**src/rtl/landrover.sv**
```systemverilog
`default_nettype none
// ============================================================================
// Module   : landrover
// Purpose  : Moore FSM detecting the serial pattern 1-0-1-1-0 (overlapping),
//            with registered detect flag and saturating match counter.
// Revision : 1.0 - initial release
// ============================================================================
module landrover #(
    parameter int CNT_W = 8
) (
    input  logic             clk,
    input  logic             reset,
    input  logic             X,
    output logic [2:0]       state,
    output logic             detect,
    output logic [CNT_W-1:0] det_count
);

    typedef enum logic [2:0] {
        S0 = 3'b000,
        S1 = 3'b001,
        S2 = 3'b010,
        S3 = 3'b011,
        S4 = 3'b100,
        S5 = 3'b101
    } state_t;

    localparam logic [CNT_W-1:0] C_CNT_MAX = '1;

    // Held as a plain vector so the illegal codes 110/111 are representable.
    logic [2:0]       r_state;
    logic [2:0]       w_next;
    logic             r_detect;
    logic [CNT_W-1:0] r_count;
    logic             w_hit;

    always_ff @(posedge clk or negedge reset) begin
        if (!reset) begin
            r_state  <= S0;
            r_detect <= 1'b0;
            r_count  <= '0;
        end else begin
            r_state  <= w_next;
            r_detect <= w_hit;
            if (w_hit && (r_count != C_CNT_MAX)) begin
                r_count <= r_count + 1'b1;
            end
        end
    end

    always_comb begin
        w_next = S0;
        case (r_state)
            S0:      w_next = X ? S1 : S0;
            S1:      w_next = X ? S1 : S2;
            S2:      w_next = X ? S3 : S0;
            S3:      w_next = X ? S4 : S2;
            S4:      w_next = X ? S1 : S5;
            S5:      w_next = X ? S3 : S0;
            default: w_next = S0;
        endcase
    end

    // detect is registered alongside the state, so it equals (state == S5).
    assign w_hit     = (w_next == S5);
    assign state     = r_state;
    assign detect    = r_detect;
    assign det_count = r_count;

endmodule
`default_nettype wire

```
**config.mk**
```make
export PLATFORM = sky130hd
export DESIGN_NAME = landrover
export DESIGN_NICKNAME = d
export VERILOG_FILES = /design/src/rtl/landrover.sv
export SDC_FILE = /design/constraint.sdc
export NUM_CORES = 1
export LEC_CHECK = 0
export CAP_MARGIN = 20
export CORE_AREA = 5 5 42 44
export DETAILED_ROUTE_END_ITERATION = 6
export DIE_AREA = 0 0 47 49
export PLACE_DENSITY_LB_ADDON = 0.1
export SLEW_MARGIN = 20
export SYNTH_ARGS = -nofsm -noshare
export SYNTH_HDL_FRONTEND = slang
export SYNTH_SLANG_ARGS = --single-unit
```
**constraint.sdc**
```tcl
create_clock -name clk -period 3 [get_ports clk]
set_input_delay 0.9 -clock clk [delete_from_list [all_inputs] [get_ports clk]]
set_output_delay 0.9 -clock clk [all_outputs]
set_load 0.01 [all_outputs]
```
==> impl_metrics.yaml <==
critical_path:
  cp.arrival_ps: 2420
  required_ps: 3160
  critPathMaxFanout: 7
  critPathLaunchType: "primary input"
  critPathTopFamily: "simple AND/OR/NAND/NOR gates"
  slowest_delay_ps: 520
  critPathKind: "in -> reg"
  critical_path.cell_chain: "clkdlybuf4s50_1, nor4b_4, nand4_1, mux2_1"
  end_kind: "flip-flop"
  crit_slowest_cell: "clkdlybuf4s50_1"
  cp.buffers_inverters: 1
synthesis:
  syn-cell-area_um2: 582
  yosys.area.top_type: "dfrtp_1"
  yosysMostFrequentCell: "dfrtp_1"
  synth_top_area_frac: 0.516
  syn_avg_cell_area_um2: 11.6
  synth_common_cells: "dfrtp_1 (12), nand4_1 (4), xnor2_1 (4), and3_1 (3)"
  synth_enable_flop_cells: 0
  synthDistinctLibCells: 25
  synthTopCellsByArea: "dfrtp_1 (52%), xnor2_1 (6.0%), nand4_1 (4.3%), nor4b_4 (4.1%), mux2_1 (3.9%)"
  synthCells: 50
  synth_top_flop_cell: "dfrtp_1"
  seq_area_frac_synth: 0.516
  async_reset_ff_frac: 1.00
  yosysWarnings: 0
  ys_ff_latch: 12
  synth.net_count: 54
cts:
  cts_buffer_depth: 2
  cts_sinks: 12
  cts-htree-levels: 1
  tritoncts: "done"
  cts_root_buf: "clkbuf_4"
  cts_setup_buffers: 0
  post_cts_resized: 0
  clk_latency_ps: 270
  cts.clk_slew.worst_paths_ps: 80
  numCtsBuffers: 3
  hold_buffers: 0
finish:
  fin_util: 0.561
  area_growth_pct: 35.1
  nFillCells: 130
  antenna_cells: 0
  drive_gt1_frac: 0.101
  layout.cells.non_filler: 85
  num-nets-final: 74
pwr:
  power.total_uw: 426
  p_leak_nw: 0.337
  p_per_area_nw_per_um2: 542
  ir_worst_vdd_mv: 0.312
place:
  io_buffers: 14
  gp_congestion: 0.745
  dp_cells: 81
  dp_hpwl_um: 875
  pre_cts_ws_ps: 471
timing:
  period_needed_ps: 2260
  finalSetupTns_ps: 0
  setup_viol: 0
  rsz0062_at_grt: "false"
  layout_setup_ws_ps: 740
  worstMarginPinSlew_ps: 545
  fin_crit_sh: 0.753
  fin_skew_ps: 0.564
  fmax_mhz: 442
  finalMaxSlewViolations: 0
  hold_viol_final: 0
  max-slew-margin-rel: 0.635
die:
  rows: 14
  start_util: 0.415
  die_y_um: 49
  dieArea_um2: 2300
  fp.coreArea_um2: 1400
  ios: 15
  die_w_um: 47
global_route:
  grt_pass1_vias: 460
  track_usage: 0.130
  grt.overflow.total: 0
  grt_pass1_wl_mm: 2.08
  antenna_found_initial: 0
  grt_max_degree: 13
drt:
  firstDrtPassIters: 4
  drt_wl_total_mm: 1.19
  viasPerCell: 5.52
  drtIter0Drc: 1
  final_antenna_net_count: 0
  routedWlPerCell_um: 14.0
  post-route-drc-count: 0
  route.vias.total: 469
job:
  drv_cap: 0
worst_hold_path:
  hold_class: "reg -> reg"
status:
  status: "complete, no violations"
-- state kept, by name (all words and copies together) (netlist names) --
register,count
state,3
det_count,8
detect,1
-- worst paths after layout --
kind                         startpoint           end  slack [ps]  cells past startpoint
max                                   X  det_count[5]         740                      4
min                        det_count[0]  det_count[0]         520                      1
max reg2reg                    state[0]  det_count[5]        1460                      3
min reg2reg                det_count[0]  det_count[0]         520                      1
max in group asynchronous         reset  det_count[4]        1670                      1
min in group asynchronous         reset      state[0]         980                      1
-- area by class of cell --
class	instances	area [um^2]	share of cell area
Tap cell	16	20.0	0.0255
Inverter	2	7.51	0.00955
Clock buffer	4	36.3	0.0462
Sequential cell	12	300	0.382
Timing Repair Buffer	15	148	0.188
Multi-Input combinational cell	36	274	0.349
-- logic make-up after synthesis --
kind of cell	after synthesis	share of synthesized area
adders and majority gates	1	0.0215
AOI/OAI and AO/OA	11	0.125
buffers and inverters	2	0.0129
and+or+nand+nor	17	0.209
xor gates and xnor gates	4	0.0602
DFF	12	0.516
muxes	3	0.0559
-- routing by layer --
metal | up-vias | track usage | part of all wire
met5 | - | 0 | 0
met4 | 0 | 0.0968 | 0.039
met3 | 5 | 0.0406 | 0.065
met2 | 12 | 0.179 | 0.45
met1 | 224 | 0.163 | 0.44
li1 | 228 | - | -
-- cell usage in the layout (no fill, tap or decap), types with 2 or more instances in the layout --
| cell | n |
|---|---|
| o211ai_1 | 2 |
| and3_1 | 3 |
| dfrtp_1 | 12 |
| inv_1 | 2 |
| nand4_1 | 4 |
| a31oi_1 | 2 |
| mux2_1 | 2 |
| clkdlybuf4s50_1 | 14 |
| o21ai_0 | 2 |
| nor2_1 | 2 |
| xnor2_1 | 4 |
| clkbuf_4 | 3 |
-- report_power, final --
part	total, mW	internal, mW	switching (mW)
registers	0.206	0.180	0.0253
clock network	0.129	0.0738	0.0553
logic	0.0913	0.0555	0.0358
total	0.426	0.310	0.116
-- stage by stage --
stage	cell area (um^2)	hold WS [ps]
5_1_grt	786	560
3_3_place_gp	749	516
2_1_floorplan	582	543
4_1_cts	786	529
3_5_place_dp	749	512
6_report	786	524
Power figures use the tool's default switching activity.
